==> config.mk <==
export PLATFORM = sky130hd
export DESIGN_NAME = rv16_writeback_unit
export DESIGN_NICKNAME = d
export VERILOG_FILES = /design/src/rtl/rv16_pkg.sv /design/src/rtl/rv16_wb_queue.sv /design/src/rtl/rv16_writeback_unit.sv
export SDC_FILE = /design/constraint.sdc
export NUM_CORES = 1
export LEC_CHECK = 0
export CORE_MARGIN = 3
export CORE_UTILIZATION = 47
export CTS_CLUSTER_DIAMETER = 40
export CTS_CLUSTER_SIZE = 28
export DETAILED_ROUTE_END_ITERATION = 16
export PLACE_DENSITY_LB_ADDON = 0.08
export SLEW_MARGIN = 5
export SYNTH_ARGS = -nofsm -noshare
export SYNTH_HDL_FRONTEND = slang
export SYNTH_HIERARCHICAL = 1
export SYNTH_SLANG_ARGS = --single-unit
==> constraint.sdc <==
create_clock -name rv16_wb_clock -period 4.28 [get_ports rv16_wb_clock]
set_clock_uncertainty 0.15 [all_clocks]
set_input_delay 1.284 -clock rv16_wb_clock [delete_from_list [all_inputs] [get_ports rv16_wb_clock]]
set_output_delay 1.284 -clock rv16_wb_clock [all_outputs]
set_load 0.005 [all_outputs]
==> src/rtl/rv16_pkg.sv <==
// Shared types and helpers for the rv16 writeback path.
// Holds the queue entry layout and load data extension.
package rv16_pkg;

    localparam int DATA_W     = 16;
    localparam int REG_ADDR_W = 4;

    typedef struct packed {
        logic                  valid;
        logic [REG_ADDR_W-1:0] addr;
        logic [DATA_W-1:0]     data;
    } wb_entry_t;

    function automatic logic [DATA_W-1:0] load_extend(
        input logic [DATA_W-1:0] data,
        input logic              is_byte,
        input logic              sgn
    );
        if (is_byte)
            return {{(DATA_W-8){sgn & data[7]}}, data[7:0]};
        return data;
    endfunction

endpackage

==> src/rtl/rv16_wb_queue.sv <==
// Load-return circular buffer with squash-by-address.
// Squashed entries keep their slot until popped.
module rv16_wb_queue
    import rv16_pkg::*;
#(
    parameter int DEPTH = 4
) (
    input  logic                     rv16_wb_clock,
    input  logic                     rv16_wb_reset,
    input  logic                     push,
    input  wb_entry_t                push_entry,
    input  logic                     pop,
    input  logic                     squash,
    input  logic [REG_ADDR_W-1:0]    squash_addr,
    output wb_entry_t                head,
    output logic                     empty,
    output logic                     full,
    output logic [2**REG_ADDR_W-1:0] pending_mask
);

    localparam int PW = $clog2(DEPTH);

    wb_entry_t     slots [DEPTH];
    logic [PW-1:0] rd_ptr;
    logic [PW-1:0] wr_ptr;
    logic [PW:0]   count;

    assign head  = slots[rd_ptr];
    assign empty = (count == '0);
    assign full  = (count == (PW+1)'(DEPTH));

    always_ff @(posedge rv16_wb_clock or posedge rv16_wb_reset) begin
        if (rv16_wb_reset) begin
            for (int i = 0; i < DEPTH; i++)
                slots[i] <= '0;
            rd_ptr <= '0;
            wr_ptr <= '0;
            count  <= '0;
        end else begin
            if (squash) begin
                for (int i = 0; i < DEPTH; i++)
                    if (slots[i].valid && slots[i].addr == squash_addr)
                        slots[i].valid <= 1'b0;
            end
            if (pop) begin
                slots[rd_ptr].valid <= 1'b0;
                rd_ptr <= rd_ptr + 1'b1;
            end
            if (push) begin
                slots[wr_ptr] <= push_entry;
                wr_ptr <= wr_ptr + 1'b1;
            end
            unique case ({push, pop})
                2'b10:   count <= count + 1'b1;
                2'b01:   count <= count - 1'b1;
                default: count <= count;
            endcase
        end
    end

    always_comb begin
        pending_mask = '0;
        for (int i = 0; i < DEPTH; i++)
            if (slots[i].valid)
                pending_mask[slots[i].addr] = 1'b1;
    end

endmodule

==> src/rtl/rv16_writeback_unit.sv <==
// rv16 writeback stage: merges ALU results and queued loads
// into one registered register-file write per cycle.
module rv16_writeback_unit
    import rv16_pkg::*;
#(
    parameter int DATA  = DATA_W,
    parameter int ADDR  = REG_ADDR_W,
    parameter int DEPTH = 4
) (
    input  logic               rv16_wb_clock,
    input  logic               rv16_wb_reset,
    input  logic               alu_valid_in,
    input  logic [ADDR-1:0]    alu_rd_addr_in,
    input  logic [DATA-1:0]    alu_result_in,
    input  logic               mem_valid_in,
    output logic               mem_ready_out,
    input  logic [ADDR-1:0]    mem_rd_addr_in,
    input  logic [DATA-1:0]    mem_data_in,
    input  logic               mem_byte_in,
    input  logic               mem_sign_in,
    output logic [ADDR-1:0]    rd_addr_out,
    output logic [DATA-1:0]    rd_reg_out,
    output logic [2**ADDR-1:0] pending_mask_out,
    output logic               wb_overlap_err_out
);

    logic            alu_wr;
    logic            mem_acc;
    logic            ld_hit;
    logic            ld_live;
    logic            bypass;
    logic            q_push;
    logic            q_pop;
    logic            q_empty;
    logic            q_full;
    wb_entry_t       q_head;
    wb_entry_t       ld_entry;
    logic [ADDR-1:0] nxt_addr;
    logic [DATA-1:0] nxt_data;
    logic            nxt_err;

    assign mem_ready_out = !rv16_wb_reset && !q_full;

    assign alu_wr  = alu_valid_in && (alu_rd_addr_in != '0);
    assign mem_acc = mem_valid_in && mem_ready_out;
    assign ld_hit  = alu_wr && (mem_rd_addr_in == alu_rd_addr_in);
    assign ld_live = mem_acc && (mem_rd_addr_in != '0) && !ld_hit;

    // An idle slot goes straight to the output register.
    assign bypass = ld_live && !alu_wr && q_empty;
    assign q_push = ld_live && !bypass;
    assign q_pop  = !alu_wr && !q_empty;

    assign ld_entry.valid = 1'b1;
    assign ld_entry.addr  = mem_rd_addr_in;
    assign ld_entry.data  = load_extend(mem_data_in, mem_byte_in, mem_sign_in);

    rv16_wb_queue #(
        .DEPTH(DEPTH)
    ) u_queue (
        .rv16_wb_clock(rv16_wb_clock),
        .rv16_wb_reset(rv16_wb_reset),
        .push         (q_push),
        .push_entry   (ld_entry),
        .pop          (q_pop),
        .squash       (alu_wr),
        .squash_addr  (alu_rd_addr_in),
        .head         (q_head),
        .empty        (q_empty),
        .full         (q_full),
        .pending_mask (pending_mask_out)
    );

    always_comb begin
        nxt_addr = '0;
        nxt_data = '0;
        if (alu_wr) begin
            nxt_addr = alu_rd_addr_in;
            nxt_data = alu_result_in;
        end else if (bypass) begin
            nxt_addr = ld_entry.addr;
            nxt_data = ld_entry.data;
        end else if (q_pop && q_head.valid) begin
            nxt_addr = q_head.addr;
            nxt_data = q_head.data;
        end
    end

    assign nxt_err = alu_wr && (pending_mask_out[alu_rd_addr_in]
                                || (mem_acc && ld_hit));

    always_ff @(posedge rv16_wb_clock or posedge rv16_wb_reset) begin
        if (rv16_wb_reset) begin
            rd_addr_out        <= '0;
            rd_reg_out         <= '0;
            wb_overlap_err_out <= 1'b0;
        end else begin
            rd_addr_out        <= nxt_addr;
            rd_reg_out         <= nxt_data;
            wb_overlap_err_out <= wb_overlap_err_out | nxt_err;
        end
    end

endmodule
==> results.json, run 1 <==
{
  "min_period_ns": 3.819,
  "cp.required_ns": 2.85,
  "post-route-period-util_pct": 89.23,
  "post-route-cell-area_mm2": 0.007416,
  "hold_buffers": 0,
  "grt_max_degree": 53,
  "grt_first_pass_wirelength_um": 25070,
  "hold_path_class": "flop to flop",
  "drv_slew": 0,
  "critPathKind": "primary input to output port",
  "crit_start": "rv16_wb_reset",
  "avgSynthCellArea_um2": 12.84,
  "status": "finished, final reports clean",
  "avgViaCountPerCell": 5.969,
  "yosys-mux-area-fraction_pct": 24.30,
  "regArea_mm2": 0.002803,
  "start_util_pct": 49.22,
  "setup_viol": 0,
  "finalHoldViolations": 0,
  "drv_cap": 0,
  "ant_nets": 0,
  "ys_seq_elements": 112,
  "rsz0062_at_grt": "false",
  "num_vias": 4417,
  "clock_latency_ns": 0.36,
  "rr_startpoint": "u_queue/count[0]",
  "worstPathMaxFanout": 4,
  "place_congestion": 0.9310,
  "io_pins": 84,
  "power_mw": 4.570,
  "yosysTopAreaCell": "dfrtp_1",
  "syn-cell-area_mm2": 0.006060,
  "rows": 40,
  "ff2ff_path_depth": 13,
  "tightestPinTransition_ns": 0.8936,
  "synth-compound-area-share_pct": 10.59,
  "postSynth.asyncResetShare_pct": 100.0,
  "grt.total_usage_pct": 22.79,
  "drt_iter0_drc": 383,
  "cp.arrival_ns": 2.39,
  "fin_nets": 624,
  "dp_hpwl_um": 11030,
  "synth_xor_area_share_pct": 3.613,
  "yosysSeqAreaShare_pct": 46.25,
  "synth_fa_ha_area_share_pct": 2.189,
  "r2r_slack_ns": 1.58,
  "tritoncts": "done",
  "p_per_area_mw_per_mm2": 616.2,
  "die-area_mm2": 0.01429,
  "endpoint_kind": "output port",
  "grt_pass1_vias": 4554,
  "synth_area_leaders": "dfrtp_1 46%, mux2_2 14%, mux4_2 8.2%",
  "setup_tns_ns": 0,
  "die_h_um": 119.5,
  "drive_gt1_share_pct": 26.57,
  "placed_area_mm2": 0.007134,
  "cts.repair.resized": 0,
  "cts_made_buffers": 9,
  "synth_cell_types": 49,
  "antenna_found_initial": 0,
  "vdd_drop_max_mv": 0.3125,
  "yosys.area_share.simple_pct": 6.958,
  "clk_path_buf_depth": 2,
  "floorplan.core_area_mm2": 0.01231,
  "die_w_um": 119.5,
  "cts-root-buf": "clkbuf_16",
  "yosys_warnings": 6,
  "fill_cells": 1052,
  "crit_path_start_kind": "primary input",
  "p_leak_nw": 3.265,
  "r2r_end": "u_queue/count[2]",
  "post_cts_buffers": 0,
  "drt-pass1-iter-count": 5,
  "synth_top_area_share_pct": 46.25,
  "clock-sinks": 112,
  "ys.flop_type": "dfrtp_1",
  "wl_um": 15610,
  "h-tree-depth": 3,
  "endpoint": "mem_ready_out",
  "synth_edf_count": 0,
  "synth_top_family_by_area": "multiplexers",
  "antenna_cells": 0,
  "max_freq_mhz": 261.8,
  "io_buffers": 83,
  "wl_per_cell_um": 21.10,
  "multiInputGateArea_mm2": 0.002908,
  "area_growth_pct": 22.38,
  "path_clk_slew_ns": 0.08,
  "relSlewSlack_pct": 40.42,
  "synthCells": 472,
  "grt_overflow": 0,
  "drcViolationCount": 0
}
==> how the worst min path moves through the flow <==
stage	slack (ns)	start	depth (start not counted)	endpoint
finish	0.35	u_queue/slots[3]	1	u_queue/slots[3]
global route	0.37	u_queue/slots[25]	1	u_queue/slots[25]
CTS	0.36	u_queue/count[2]	1	u_queue/count[2]
detailed placement	0.34	u_queue/slots[26]	1	u_queue/slots[26]
global placement	0.32	u_queue/slots[22]	1	u_queue/slots[22]
floorplan	0.31	u_queue/count[2]	1	u_queue/count[2]
==> logic make-up after synthesis <==
family,count (synthesis)
other,1
buffers and inverters,67
adder cells (fa/ha/maj),10
XOR/XNOR,25
AO/OA/AOI/OAI,76
multiplexers,108
AND/OR/NAND/NOR,73
flip-flops,112
==> layout by cell type, fill, tap and decap left out, drive strengths merged, types with 5 or more instances in the layout <==
| cell | synthesis | layout |
|---|---|---|
| a221o | 12 | 12 |
| a222oi | 19 | 19 |
| and3 | 8 | 8 |
| buf | 28 | 29 |
| clkbuf | 2 | 9 |
| clkdlybuf4s50 | 0 | 83 |
| dfrtp | 112 | 112 |
| ha | 9 | 9 |
| inv | 37 | 37 |
| mux2 | 80 | 80 |
| mux2i | 5 | 5 |
| mux4 | 23 | 23 |
| nand2 | 17 | 17 |
| nand2b | 5 | 5 |
| nand3 | 5 | 5 |
| nor2 | 8 | 8 |
| nor2b | 5 | 5 |
| nor3 | 5 | 5 |
| nor3b | 5 | 5 |
| o21ai | 10 | 10 |
| o32ai | 8 | 8 |
| xnor2 | 7 | 7 |
| xor2 | 18 | 18 |
==> flip-flops by register name, indices dropped and copies added, names as in the netlist <==
| signal | cells |
|---|---|
| u_queue/slots | 84 |
| rd_reg_out | 16 |
| rd_addr_out | 4 |
| u_queue/count | 3 |
| u_queue/rd_ptr | 2 |
| u_queue/wr_ptr | 2 |
| wb_overlap_err_out | 1 |
==> metrics by stage <==
step / worst slack (ns) / std cells / utilization [%] / hold slack (ns)
final: 0.4607 / 740 / 60.23 / 0.3541
after global routing: 0.4084 / 740 / 60.23 / 0.3680
after CTS: 0.4574 / 740 / 60.23 / 0.3550
after detailed placement: 0.2368 / 725 / 57.95 / 0.3376
after global placement: 0.3150 / 725 / 57.95 / 0.3196
after floorplan: 0.4824 / 475 / - / 0.3070
==> synthesized netlist by cell type, types with 5 or more instances <==
cell type,n
dfrtp_1,112
mux2_2,78
inv_1,37
mux4_2,22
a222oi_1,19
xor2_1,18
nand2_1,15
buf_2,13
a221o_1,11
buf_6,11
o21ai_0,10
ha_1,9
and3_1,8
nor2_1,8
o32ai_1,8
xnor2_1,7
mux2i_1,5
nand2b_1,5
nand3_1,5
nor2b_1,5
nor3_1,5
nor3b_1,5
==> layout make-up <==
class | instances | share of cell area (%)
Multi-Input combinational cell | 296 | 39.21
Sequential cell | 112 | 37.79
Timing Repair Buffer | 112 | 14.48
Clock buffer | 9 | 3.037
Tap cell | 168 | 2.834
Inverter | 37 | 1.890
Clock inverter | 6 | 0.7592
==> critical path: stages <==
cell and delay [ns]:
clkdlybuf4s50_1 0.48, nor2_1 0.12, clkdlybuf4s50_1 0.50
==> power breakdown <==
| group | internal (mW) | leakage (nW) | switching [mW] | total (mW) |
|---|---|---|---|---|
| logic | 1.07 | 1.75 | 0.714 | 1.78 |
| registers | 1.51 | 1.39 | 0.462 | 1.98 |
| clock network | 0.401 | 0.132 | 0.407 | 0.809 |
| total | 2.99 | 3.27 | 1.58 | 4.57 |
==> layer usage <==
layer	up-vias	global-route usage (%)	part of all wire, %	wire length, µm
met3	35	4.618	5.9	926
met4	0	9.950	3.2	495
met5	-	0	0	0
met1	2245	30.17	42	6625
li1	1976	-	-	-
met2	161	36.58	48	7565
(Power assumes the default switching activity.)
==> inputs of run 2 (changes only) <==
--- a/config.mk
+++ b/config.mk
@@ -5,7 +5,7 @@
 export SDC_FILE = /design/constraint.sdc
 export NUM_CORES = 1
 export LEC_CHECK = 0
-export CORE_MARGIN = 3
+export CORE_MARGIN = 1
 export CORE_UTILIZATION = 47
 export CTS_CLUSTER_DIAMETER = 40
 export CTS_CLUSTER_SIZE = 28
==> run 2 against run 1 <==
  * The run now ends with design-rule violations left
  * Critical endpoint is now u_queue/count[2]
  * Cell area shrank 0.15%
  * Highest routed layer unchanged
  * Wire length grew 1.1%
  * Count of clock-buffer cells in the layout grew 2
==> results.json, run 2 (same netlist as run 1, synthesis figures left out) <==
{
  "die_w_um": 115.5,
  "fin_util_pct": 58.68,
  "die-area_mm2": 0.01335,
  "pre_cts_ws_ns": 0.1554,
  "post-route-period-util_pct": 89.64,
  "grt_first_pass_wirelength_um": 25170,
  "path_clk_slew_ns": 0.08,
  "grt_pass1_vias": 4536,
  "rsz0062_at_grt": "false",
  "ant_nets": 0,
  "rows": 41,
  "worstHoldStart": "u_queue/slots[22]",
  "cpPeakStageDelay_ns": 0.49,
  "grt.total_usage_pct": 25.55,
  "final_common_cell": "dfrtp_1",
  "die_h_um": 115.5,
  "drt_iter0_drc": 406,
  "num_vias": 4409,
  "hold_buffers": 0,
  "dp_hpwl_um": 11010,
  "drv_cap": 0,
  "drv_slew": 0,
  "fin_nets": 622,
  "cts_made_buffers": 9,
  "status": "finished, violations left",
  "setup_slack_ns": 0.4435,
  "hold_path_class": "flop to flop",
  "final_cell_mix": "112 x dfrtp_1, 83 x clkdlybuf4s50_1, 78 x mux2_2, 36 x inv_1, 26 x buf_4",
  "area_growth_pct": 22.20,
  "largest_reg_flops": 84,
  "top_regs": "u_queue/slots (84), rd_reg_out (16), rd_addr_out (4)",
  "io_pins": 84,
  "p_leak_nw": 3.262,
  "start_util_pct": 48.02,
  "io_buffers": 83,
  "clock-sinks": 112,
  "clock_latency_ns": 0.36,
  "avgViaCountPerCell": 5.934,
  "p_per_area_mw_per_mm2": 621.3,
  "failed_checks": "design-rule violations",
  "cp_slowest_cell": "o41a_1",
  "cts.repair.resized": 0,
  "clk_path_buf_depth": 2,
  "post_cts_buffers": 0,
  "relSlewSlack_pct": 47.56,
  "h-tree-depth": 3,
  "antenna_found_initial": 0,
  "max_freq_mhz": 260.7,
  "grt_overflow": 0,
  "vdd_drop_max_mv": 0.3969,
  "drive_gt1_share_pct": 26.27,
  "grt_max_degree": 49,
  "path_cells": "clkdlybuf4s50_1 -> o41a_1 -> and4bb_1 -> a21oi_1 -> and3b_1 -> inv_1 -> ha_1 -> inv_1 -> fa_1 -> xor2_1 -> nor2_1 -> xor2_1",
  "rr_startpoint": "u_queue/count[2]",
  "drcViolationCount": 2,
  "crit_path_start_kind": "primary input",
  "fill_cells": 1085,
  "min_period_ns": 3.836,
  "cp.required_ns": 4.40,
  "floorplan.core_area_mm2": 0.01262,
  "finalHoldViolations": 0,
  "place_congestion": 0.9309,
  "wl_per_cell_um": 21.25,
  "tightestPinTransition_ns": 0.7866,
  "setup_viol": 0,
  "worstPathMaxFanout": 4,
  "crit_start": "alu_rd_addr_in[0]",
  "tritoncts": "done",
  "hold_ws_ns": 0.3495,
  "drt-pass1-iter-count": 11,
  "antenna_cells": 0,
  "setup_tns_ns": 0,
  "cts-root-buf": "clkbuf_16",
  "endpoint_kind": "flop",
  "wl_um": 15790,
  "regMostFlops": "u_queue/slots",
  "cp.arrival_ns": 3.96,
  "critPathKind": "primary input to flop"
}
-- run 2: final cells by class --
type / count / area (µm²) / share of cell area (%)
Multi-Input combinational cell: 296 / 2908 / 39.27
Sequential cell: 112 / 2803 / 37.85
Timing Repair Buffer: 110 / 1046 / 14.13
Clock buffer: 11 / 242.7 / 3.278
Tap cell: 172 / 215.2 / 2.906
Inverter: 37 / 140.1 / 1.893
Clock inverter: 5 / 50.05 / 0.6759
-- run 2: path summary, 6_finish.rpt --
kind / end / slack (ns) / cells after the start
worst max-delay path: u_queue/count[2] / 0.44 / 12
worst min-delay path: u_queue/slots[22] / 0.35 / 1
worst max register to register: u_queue/count[2] / 1.38 / 12
worst min register to register: u_queue/slots[22] / 0.35 / 1
max in group asynchronous: u_queue/slots[47] / 1.96 / 3
min in group asynchronous: wb_overlap_err_out / 1.25 / 3
-- run 2: worst max-delay path, delay by kind of cell --
kind / cells / cell delay [ns]
xor+xnor: 2 / 0.37
buf+inv: 3 / 0.54
simple gates: 3 / 0.63
fa+ha+maj: 2 / 0.57
compound gates: 2 / 0.54
-- run 2: report_power, final --
group,switching (mW),internal (mW)
sequential,0.405,1.52
combinational,0.784,1.06
clock,0.409,0.423
-- run 2: layer usage --
| layer | vias to the layer above | global-route usage (%) | wire length [µm] |
|---|---|---|---|
| met5 | - | 0 | 0 |
| met4 | 0 | 10.56 | 418 |
| met3 | 38 | 4.498 | 776 |
| met2 | 147 | 42.51 | 7828 |
| met1 | 2250 | 33.11 | 6767 |
| li1 | 1974 | - | - |
-- run 2: stage by stage --
| step | std cells | area (µm²) | power (mW) |
|---|---|---|---|
| 5_1_grt | 743 | 7405 | 4.884 |
| 3_5_place_dp | 727 | 7112 | 3.769 |
| 2_1_floorplan | 475 | 6071 | 3.196 |
| 3_3_place_gp | 727 | 7112 | 3.718 |
| 4_1_cts | 743 | 7405 | 4.620 |
| 6_report | 743 | 7405 | 4.600 |
==> inputs of run 3 (changes only) <==
==> constraint.sdc (replaced) <==
create_clock -name rv16_wb_clock -period 3.2 [get_ports rv16_wb_clock]
set_clock_uncertainty 0.15 [all_clocks]
set_input_delay 0.96 -clock rv16_wb_clock [delete_from_list [all_inputs] [get_ports rv16_wb_clock]]
set_output_delay 0.96 -clock rv16_wb_clock [all_outputs]
set_load 0.005 [all_outputs]
==> run 3 against run 2 <==
  * The flow still finishes with violations (design-rule violations)
  * Worst hold slack worse by 0.0051 ns
  * Cell area is 6.8% higher
  * Register-to-register slack got worse by 0.87 ns
  * Utilization increased by 4.0 points
  * First-iteration DRC count shrank 31%
  * Clock power increased by 44%
  * Via count up 1.6%
  * Sequential power up 33%
  * Die area unchanged
  * Sequential share of layout area down 2.3 points
  * Critical path type is now flop to output port
  * Highest routed layer unchanged
==> results.json, run 3 (same netlist as run 1, synthesis figures left out) <==
{
  "endpoint_kind": "output port",
  "vdd_drop_max_mv": 0.5095,
  "post-route-period-util_pct": 99.51,
  "largest_reg_flops": 84,
  "cpPeakStageDelay_ns": 0.51,
  "cp.arrival_ns": 2.07,
  "placed_area_mm2": 0.007355,
  "ant_nets": 0,
  "cts-root-buf": "clkbuf_16",
  "num_vias": 4480,
  "rr_startpoint": "u_queue/count[0]",
  "setup_tns_ns": 0,
  "cts_made_buffers": 9,
  "relSlewSlack_pct": 60.73,
  "p_leak_nw": 3.626,
  "wl_um": 16310,
  "die_w_um": 115.5,
  "grt_overflow": 0,
  "io_pins": 84,
  "clock-sinks": 112,
  "status": "finished, violations left",
  "antenna_cells": 0,
  "worstPathMaxFanout": 5,
  "h-tree-depth": 3,
  "drcViolationCount": 2,
  "r2r_slack_ns": 0.51,
  "grt_pass1_vias": 4557,
  "crit_path_start_kind": "flop",
  "post-route-cell-area_mm2": 0.007908,
  "setup_viol": 0,
  "rows": 41,
  "drt-pass1-iter-count": 11,
  "cp_slowest_cell": "clkdlybuf4s50_1",
  "final_common_cell": "dfrtp_1",
  "path_cells": "nand2b_1 -> o32ai_2 -> a221o_1 -> clkdlybuf4s50_1",
  "regMostFlops": "u_queue/slots",
  "drt_iter0_drc": 282,
  "endpoint": "pending_mask_out[3]",
  "min_period_ns": 3.184,
  "tritoncts": "done",
  "avgViaCountPerCell": 5.788,
  "fin_nets": 653,
  "power_mw": 6.573,
  "clk_path_buf_depth": 2,
  "dp_hpwl_um": 11430,
  "crit_start": "u_queue/slots[81]",
  "critPathKind": "flop to output port",
  "finalHoldViolations": 0,
  "hold_path_class": "flop to flop",
  "floorplan.core_area_mm2": 0.01262,
  "drive_gt1_share_pct": 35.38,
  "p_per_area_mw_per_mm2": 831.3,
  "path_clk_slew_ns": 0.08,
  "grt_max_degree": 50,
  "r2r_end": "u_queue/count[2]",
  "failed_checks": "design-rule violations",
  "ff2ff_path_depth": 13,
  "grt_first_pass_wirelength_um": 25320,
  "start_util_pct": 48.02,
  "drv_slew": 0,
  "rsz0062_at_grt": "true",
  "max_freq_mhz": 314.0,
  "antenna_found_initial": 0,
  "drv_cap": 0,
  "place_congestion": 0.9050,
  "io_buffers": 83,
  "wl_per_cell_um": 21.07,
  "final_cell_mix": "103 x dfrtp_1, 78 x mux2_2, 68 x clkdlybuf4s50_1, 51 x buf_4, 34 x inv_1",
  "clock_latency_ns": 0.36,
  "tightestPinTransition_ns": 0.5829,
  "fill_cells": 1040,
  "top_regs": "u_queue/slots (84), rd_reg_out (16), rd_addr_out (4)",
  "die_h_um": 115.5,
  "cp.required_ns": 2.09,
  "die-area_mm2": 0.01335,
  "area_growth_pct": 30.50,
  "grt.total_usage_pct": 26.13
}
-- run 3: cell types whose count changed in the layout (fill, tap and decap cells not counted), moves of 3 or more --
cell,change
buf_4,+25
clkdlybuf4s50_1,-15
dlymetal6s2s_1,+13
dfrtp_1,-9
dfrtp_2,+9
o32ai_1,-6
o32ai_2,+5
buf_12,+4
o22ai_1,-3
o22ai_2,+3
-- run 3: final cells by class --
type	count	area, µm²	share of cell area [%]
Sequential cell	112	2814	35.59
Multi-Input combinational cell	296	3045	38.51
Clock buffer	10	239.0	3.022
Inverter	37	145.1	1.835
Tap cell	172	215.2	2.722
Clock inverter	6	82.58	1.044
Timing Repair Buffer	141	1366	17.28
-- run 3: critical path, delay by kind of cell (launching register included) --
family                 cells  cell delay (ns)
AOI/OAI and AO/OA          2             0.49
buffers and inverters      1             0.51
DFF                        1             0.46
and+or+nand+nor            1             0.26
-- run 3: how the worst min path moves through the flow --
stage / from / endpoint / slack, ns / depth (start not counted)
2_1_floorplan: u_queue/count[2] / u_queue/count[2] / 0.30 / 1
3_3_place_gp: u_queue/slots[22] / u_queue/slots[22] / 0.32 / 1
3_5_place_dp: u_queue/slots[22] / u_queue/slots[22] / 0.33 / 1
4_1_cts: u_queue/slots[22] / u_queue/slots[22] / 0.35 / 1
5_1_grt: u_queue/slots[45] / u_queue/slots[45] / 0.36 / 1
6_report: u_queue/count[2] / u_queue/count[2] / 0.34 / 1
-- run 3: timing repair --
| action | 4_1_cts | 5_1_grt |
|---|---|---|
| pin swaps | 3 | 10 |
| setup endpoints to repair | 60 | 100 |
| gates resized for setup | 11 | 36 |
| hold buffers | 0 | 0 |
| setup buffers | 1 | 8 |
-- run 3: routing by layer --
layer / wire length (µm) / global-route usage, %
met4: 498 / 12.03
met3: 993 / 5.126
met5: 0 / 0
met2: 7991 / 42.79
met1: 6825 / 33.63
-- run 3: power by group --
group	internal, mW	switching, mW
sequential	2.04	0.518
combinational	1.62	1.19
clock	0.647	0.558
-- run 3: metrics by stage --
stage          utilization [%]  hold WS [ns]  instances  setup slack [ns]
2_1_floorplan                -        0.3041        475           -0.1845
3_3_place_gp             58.28        0.3192        750           -0.4405
3_5_place_dp             58.28        0.3291        750           -0.4771
4_1_cts                  61.30        0.3476        767          -0.07766
5_1_grt                  62.66        0.3647        774          -0.02108
6_report                 62.66        0.3444        774           0.01556
